[src/rtl/lzc_norm_pipe.sv]
// Two-stage leading-zero / leading-sign counter with normalising left shift.
// S1 captures operand, tag, count and zero flag; S2 holds the shifted result.
module lzc_norm_pipe #(
  parameter int unsigned WIDTH = 32,
  parameter int unsigned TAG_W = 8,
  localparam int unsigned NUM_W = $clog2(WIDTH) + 1
) (
  input  logic             clock,
  input  logic             reset,
  input  logic             I_Valid,
  output logic             O_Rdy,
  input  logic [WIDTH-1:0] I_Data,
  input  logic             I_Mode,
  input  logic [TAG_W-1:0] I_Tag,
  output logic             O_Valid,
  input  logic             I_Rdy,
  output logic [NUM_W-1:0] O_Num,
  output logic [WIDTH-1:0] O_Data,
  output logic             O_Zero,
  output logic [TAG_W-1:0] O_Tag
);

  localparam int unsigned CW     = NUM_W - 1;
  localparam int unsigned LEAVES = WIDTH / 8;

  // 8-bit priority encoder: leading-zero count of a byte (0 when the byte is empty)
  function automatic logic [2:0] pe8(input logic [7:0] b);
    logic [2:0] c;
    c = 3'd0;
    for (int k = 0; k < 8; k++) begin
      if (b[k]) c = 3'(7 - k);
    end
    return c;
  endfunction

  // Merge byte encoders pairwise up the tree; an all-zero vector reports WIDTH
  function automatic logic [NUM_W-1:0] lzc_tree(input logic [WIDTH-1:0] v);
    logic [CW-1:0] cnt [LEAVES];
    logic          zf  [LEAVES];
    int unsigned   span;
    for (int i = 0; i < int'(LEAVES); i++) begin
      cnt[i] = CW'(pe8(v[i*8 +: 8]));
      zf[i]  = (v[i*8 +: 8] == 8'd0);
    end
    span = 8;
    for (int n = int'(LEAVES / 2); n >= 1; n = n / 2) begin
      for (int j = 0; j < n; j++) begin
        cnt[j] = zf[2*j+1] ? CW'(span) + cnt[2*j] : cnt[2*j+1];
        zf[j]  = zf[2*j+1] & zf[2*j];
      end
      span = span * 2;
    end
    return zf[0] ? NUM_W'(WIDTH) : {1'b0, cnt[0]};
  endfunction

  // Log2(WIDTH)-stage barrel shifter; the top amount bit alone means "shift out everything"
  function automatic logic [WIDTH-1:0] norm_shift(input logic [WIDTH-1:0] d,
                                                  input logic [NUM_W-1:0] amt);
    logic [WIDTH-1:0] s;
    s = d;
    for (int k = 0; k < int'(CW); k++) begin
      if (amt[k]) s = s << (1 << k);
    end
    if (amt[CW]) s = '0;
    return s;
  endfunction

  logic             v1_q, v1_d;
  logic [WIDTH-1:0] data1_q, data1_d;
  logic [TAG_W-1:0] tag1_q, tag1_d;
  logic [NUM_W-1:0] num1_q, num1_d;
  logic             zero1_q, zero1_d;

  logic             v2_q, v2_d;
  logic [WIDTH-1:0] data2_q, data2_d;
  logic [TAG_W-1:0] tag2_q, tag2_d;
  logic [NUM_W-1:0] num2_q, num2_d;
  logic             zero2_q, zero2_d;

  logic             in_acc;
  logic             s1_to_s2;
  logic [WIDTH-1:0] lzc_vec;

  // Handshake, counting in front of S1, shifting in front of S2
  always_comb begin
    O_Rdy    = !v1_q || !v2_q || I_Rdy;
    in_acc   = I_Valid && O_Rdy;
    s1_to_s2 = v1_q && (!v2_q || I_Rdy);

    // Sign mode counts sign-equal bits below the MSB; the forced 1 caps the count at WIDTH-1
    lzc_vec = I_Mode ? {I_Data[WIDTH-2:0] ^ {(WIDTH-1){I_Data[WIDTH-1]}}, 1'b1} : I_Data;

    v1_d    = v1_q;
    data1_d = data1_q;
    tag1_d  = tag1_q;
    num1_d  = num1_q;
    zero1_d = zero1_q;
    v2_d    = v2_q;
    data2_d = data2_q;
    tag2_d  = tag2_q;
    num2_d  = num2_q;
    zero2_d = zero2_q;

    if (in_acc) begin
      v1_d    = 1'b1;
      data1_d = I_Data;
      tag1_d  = I_Tag;
      num1_d  = lzc_tree(lzc_vec);
      zero1_d = (I_Data == '0);
    end else if (s1_to_s2) begin
      v1_d = 1'b0;
    end

    if (s1_to_s2) begin
      v2_d    = 1'b1;
      data2_d = norm_shift(data1_q, num1_q);
      tag2_d  = tag1_q;
      num2_d  = num1_q;
      zero2_d = zero1_q;
    end else if (v2_q && I_Rdy) begin
      v2_d = 1'b0;
    end
  end

  always_ff @(posedge clock or posedge reset) begin
    if (reset) begin
      v1_q    <= 1'b0;
      data1_q <= '0;
      tag1_q  <= '0;
      num1_q  <= '0;
      zero1_q <= 1'b0;
      v2_q    <= 1'b0;
      data2_q <= '0;
      tag2_q  <= '0;
      num2_q  <= '0;
      zero2_q <= 1'b0;
    end else begin
      v1_q    <= v1_d;
      data1_q <= data1_d;
      tag1_q  <= tag1_d;
      num1_q  <= num1_d;
      zero1_q <= zero1_d;
      v2_q    <= v2_d;
      data2_q <= data2_d;
      tag2_q  <= tag2_d;
      num2_q  <= num2_d;
      zero2_q <= zero2_d;
    end
  end

  assign O_Valid = v2_q;
  assign O_Num   = num2_q;
  assign O_Data  = data2_q;
  assign O_Zero  = zero2_q;
  assign O_Tag   = tag2_q;

endmodule
[config.mk]
export PLATFORM = sky130hd
export DESIGN_NAME = lzc_norm_pipe
export DESIGN_NICKNAME = d
export VERILOG_FILES = /design/src/rtl/lzc_norm_pipe.sv
export SDC_FILE = /design/constraint.sdc
export NUM_CORES = 1
export LEC_CHECK = 0
export CORE_MARGIN = 3
export CORE_UTILIZATION = 55
export DETAILED_ROUTE_END_ITERATION = 10
export PLACE_DENSITY = 0.81
export SLEW_MARGIN = 0
export SYNTH_ARGS = -nofsm -noshare
export SYNTH_HDL_FRONTEND = slang
export SYNTH_SLANG_ARGS = --single-unit
[constraint.sdc]
create_clock -name clock -period 3.5 [get_ports clock]
set_input_delay 0.7 -clock clock [delete_from_list [all_inputs] [get_ports clock]]
set_output_delay 0.7 -clock clock [all_outputs]
set_load 0.03 [all_outputs]
# Word level (Yosys, flattened, before mapping)
# Cells that the tools add are included.
# word_totals
inputBits,45
word_cells,82
output_inout_bits,49
ff_bits,96
# op_classes
addsub,3
n_reduce_logical,15
n_mux,50
bitwise,4
# op_table
cell,n
2-to-1 mux 32 bit,7
2-to-1 mux 3 bit,35
logical NOT 32 bit,1
logical NOT 8 bit,4
bitwise XOR 31 bit,1
2-to-1 mux 5 bit,3
adder 4 x 3 -> 5 bit (first input constant),2
2-to-1 mux 6 bit,1
adder 5 bit (first input constant),1
2-to-1 mux 1 bit,4
nonzero test 2 bit,2
bitwise AND 1 bit,3
logical AND 1 bit,3
logical OR 1 bit,3
logical NOT 1 bit,2

# Depth between registers and ports, before layout
# depth
ltp_word,16
mapped_depth,12
ltp_nobuf,9

# Least setup slack after synthesis
# No wires, ideal clock.
# synth_timing
path_type,in2reg
start,input I_Data[31]
end,register num1_q[0]
setup_ps,77
cell_stages,12
n_path_buf,3
path_slack_ps,676
t_arrival_ps,2746
cell_sequence,buf_2 buf_2 buf_4 inv_1 ha_1 or4b_1 nand3_1 nand2_1 nor2_4 and3_4 o211ai_1 a21oi_1
# synth_between
elab_chain_cells,15
word_cells_on_any_way,50
classes_between,3 x add/sub; 39 x mux; 4 x bitwise; 4 x reduce/logical
# synth_lines
element,line_no,text
from (decl),12,"input logic [WIDTH-1:0] I_Data,"
bitwise XOR 31 bit,91,"lzc_vec = I_Mode ? {I_Data[WIDTH-2:0] ^ {(WIDTH-1){I_Data[WIDTH-1]}}, 1'b1} : I_Data;"
2-to-1 mux 32 bit *,91,
2-to-1 mux 3 bit (7 in series),31,if (b[k]) c = 3'(7 - k);
"2-to-1 mux 3 bit, on equally long branches","104, 31",
adder 4 x 3 -> 5 bit / 2-to-1 mux 3 bit (equally long branches),"48, 104",
2-to-1 mux 5 bit / adder 4 x 3 -> 5 bit (equally long branches),48,cnt[j] = zf[2*j+1] ? CW'(span) + cnt[2*j] : cnt[2*j+1];
adder 5 bit / 2-to-1 mux 5 bit (equally long branches),48,
2-to-1 mux 5 bit,48,
2-to-1 mux 6 bit *,53,"return zf[0] ? NUM_W'(WIDTH) : {1'b0, cnt[0]};"
to (signal assigned),141,num1_q <= num1_d;
to (decl),71,"logic [NUM_W-1:0] num1_q, num1_d;"
# Mark *: on every way between the ends. The rest lies on a longest branch, timed or not. The select of a mux whose other input is x is not followed.
# A chain may end at the register's enable or synchronous reset.

# Final worst setup path
# layout_timing
start,input I_Data[31]
end,register num1_q[2]
# The elaborated chain is that of the path after synthesis.

==> impl_metrics.ini <==
[outcome]
status = finished clean

[drt]
met3WireLength_um = 888
wl_met2_mm = 7.16
vias_per_cell = 6.11
routed_wirelength_mm = 15.0
ant_nets = 0
dr.pass1.iters = 5
wl_per_cell_um = 17.0
drtIter0Drc = 406
drcViolationCount = 0
wirelength_met1_mm = 6.63
via_count = 5393
top_layer_used = met4

[critical_path]
cp_max_fo = 36
criticalPathCategory = in -> reg
worstPathArrival_ps = 3080
cp_num_buf_inv = 2
crit_chain = clkdlybuf4s50_1, buf_4, and2b_1, a211oi_1, nand4bb_1, nand2b_1, and3_4, a41oi_1, o21ai_1
path_delay_family = simple AND/OR/NAND/NOR gates
crit_path_end_kind = flop
critPathMaxStageDelay_ps = 480
start_kind = input port
crit_slowest_cell = clkdlybuf4s50_1
worstPathRequired_ps = 3780

[cts]
clock_sinks = 96
cts_resized = 0
cts_setup_buffers = 0
cts_tree = built
cts-root-buf = clkbuf_8
clock_latency_ps = 360
clkTransAtPathRegs_ps = 80
clk_path_buf_depth = 2
cts_max_level = 3
cts_hold_buf = 0
cts-buffers-inserted = 9

[synthesis]
ys.warnings.count = 0
syn_avg_cell_area_um2 = 9.09
seq_area_frac_synth_pct = 39.2
ys_ff_latch = 96
synth_largest_area_cell = dfrtp_1
synth_edf_count = 0
yosys.cell_count.top_type = nand2_1
synthCells = 674
synth_nets = 720
netlist_area_um2 = 6130
yosys-top-cells-count = 150 x nand2_1, 96 x dfrtp_1, 45 x o21ai_0
synthArstFlopShare_pct = 100
synth_ff_type = dfrtp_1
synth_cell_type_count = 65
yosysTopAreaCellShare_pct = 39.2
netlist_top_cells_area = dfrtp_1 39%, nand2_1 9.2%, mux4_2 7.0%

[floorplanning]
ioPinCount = 94
core-area_um2 = 10600
die_w_um = 112
fp.dieH_um = 112
die_area_um2 = 12400
rows = 37
initial_core_util_pct = 58.0

[grt]
grt_max_degree = 55
grt_usage_pct = 25.2
first_global_vias = 5252
grt_pass1_wl_mm = 26.1
grt_overflow_total = 0
antenna_found_initial = 0

[pwr]
power_mw = 3.80
comb_power_share_pct = 41.7
p_seq_share_pct = 39.4
power.internal_mw = 2.37
p_leak_nw = 3.11
powerDensity_nw_per_um2 = 521
clockPowerShare_pct = 18.9
switchingPower_mw = 1.43
power.share.switching_pct = 37.6
ir_drop_mv = 0.337

[sta]
worst_pin_slew_ps = 982
timing.slew.headroom_pct = 34.6
fmax_ghz = 0.358
fin_skew_ps = 7.48
fin_tns_setup_ps = 0
finalCritPeriodShare_pct = 79.8
setup_viol = 0
rsz0062_at_grt = no
holdWs_ps = 483
hold_violations = 0
min_period_ps = 2790
slew_viol_final = 0

[cells_and_area]
num_antenna_cells = 0
fin_cells = 883
final_cell_area_um2 = 7300
num-nets-final = 788
drive_gt1_share_pct = 11.2
area_growth_pct = 19.2

[placement]
gp_congestion = 0.901
hpwl_mm = 11.3
place_inst = 867
portBuffers = 93
placed_area_um2 = 7110

[job]
maxCapViolations = 0

[worst_hold_path]
hold_class = reg -> reg
power by group through the flow:
stage | registers (mW) | logic (mW) | clock network, mW
3_5_place_dp | 1.52 | 1.59 | 0
6_report | 1.50 | 1.59 | 0.719
3_3_place_gp | 1.50 | 1.56 | 0
2_1_floorplan | 1.76 | 0.756 | 0
5_1_grt | 1.53 | 1.71 | 0.775
4_1_cts | 1.50 | 1.59 | 0.732
routing by layer:
| metal | vias up | track usage [%] |
|---|---|---|
| li1 | 2572 | - |
| met1 | 2589 | 35.2 |
| met2 | 207 | 41.3 |
| met3 | 25 | 2.66 |
| met4 | 0 | 8.92 |
| met5 | - | 0 |
cell families (layout without fill, tap and decap cells):
group	Yosys count	count (layout)	synth area share, %
AO/OA/AOI/OAI	145	145	15.6
XOR/XNOR	1	1	0.143
adder cells (fa/ha/maj)	1	1	0.204
buffers and inverters	62	135	4.84
flip-flops	96	96	39.2
multiplexers	80	80	17.5
AND/OR/NAND/NOR	289	289	22.6
path summary, 6_finish.rpt:
check | from | endpoint | slack, ps | cells after the start
worst min register to register | O_Data[21] | O_Data[21] | 480 | 1
worst max-delay path | I_Data[31] | num1_q[2] | 710 | 9
worst min-delay path | O_Data[21] | O_Data[21] | 480 | 1
max in group asynchronous | reset | num1_q[0] | 2010 | 3
min in group asynchronous | reset | O_Tag[1] | 760 | 2
worst max register to register | num1_q[0] | O_Data[31] | 910 | 6
per-stage QoR:
step	utilization, %	worst slack (ps)
final	69.2	706
after global routing	69.2	492
after CTS	69.2	746
after detailed placement	67.3	389
after global placement	67.3	508
after floorplan	-	295
cells in the final DEF (no fill, tap or decap), types with 8 or more instances in the layout:
cell type,instances
a211oi_1,8
a21oi_1,26
a22o_1,13
buf_4,11
clkbuf_8,10
clkdlybuf4s50_1,93
dfrtp_1,95
inv_1,11
mux2_2,25
mux2i_1,36
mux4_2,19
nand2_1,150
nand2b_1,11
nor2_1,41
nor2b_1,8
nor3_1,15
o21ai_0,45
cell type report:
class / count / area (um2)
Clock buffer: 10 / 138
Timing Repair Buffer: 106 / 1050
Inverter: 13 / 50.0
Tap cell: 136 / 170
Sequential cell: 96 / 2400
Clock inverter: 6 / 58.8
Fill cell: 842 / 3250
Multi-Input combinational cell: 516 / 3430
flip-flops by register name, indices dropped and copies added (netlist names):
signal and count:
O_Tag 8, zero1_q 1, O_Zero 1, O_Data 32
v1_q 1, data1_q 32, tag1_q 8, num1_q 6
O_Valid 1, O_Num 6
(Power assumes the default switching activity.)
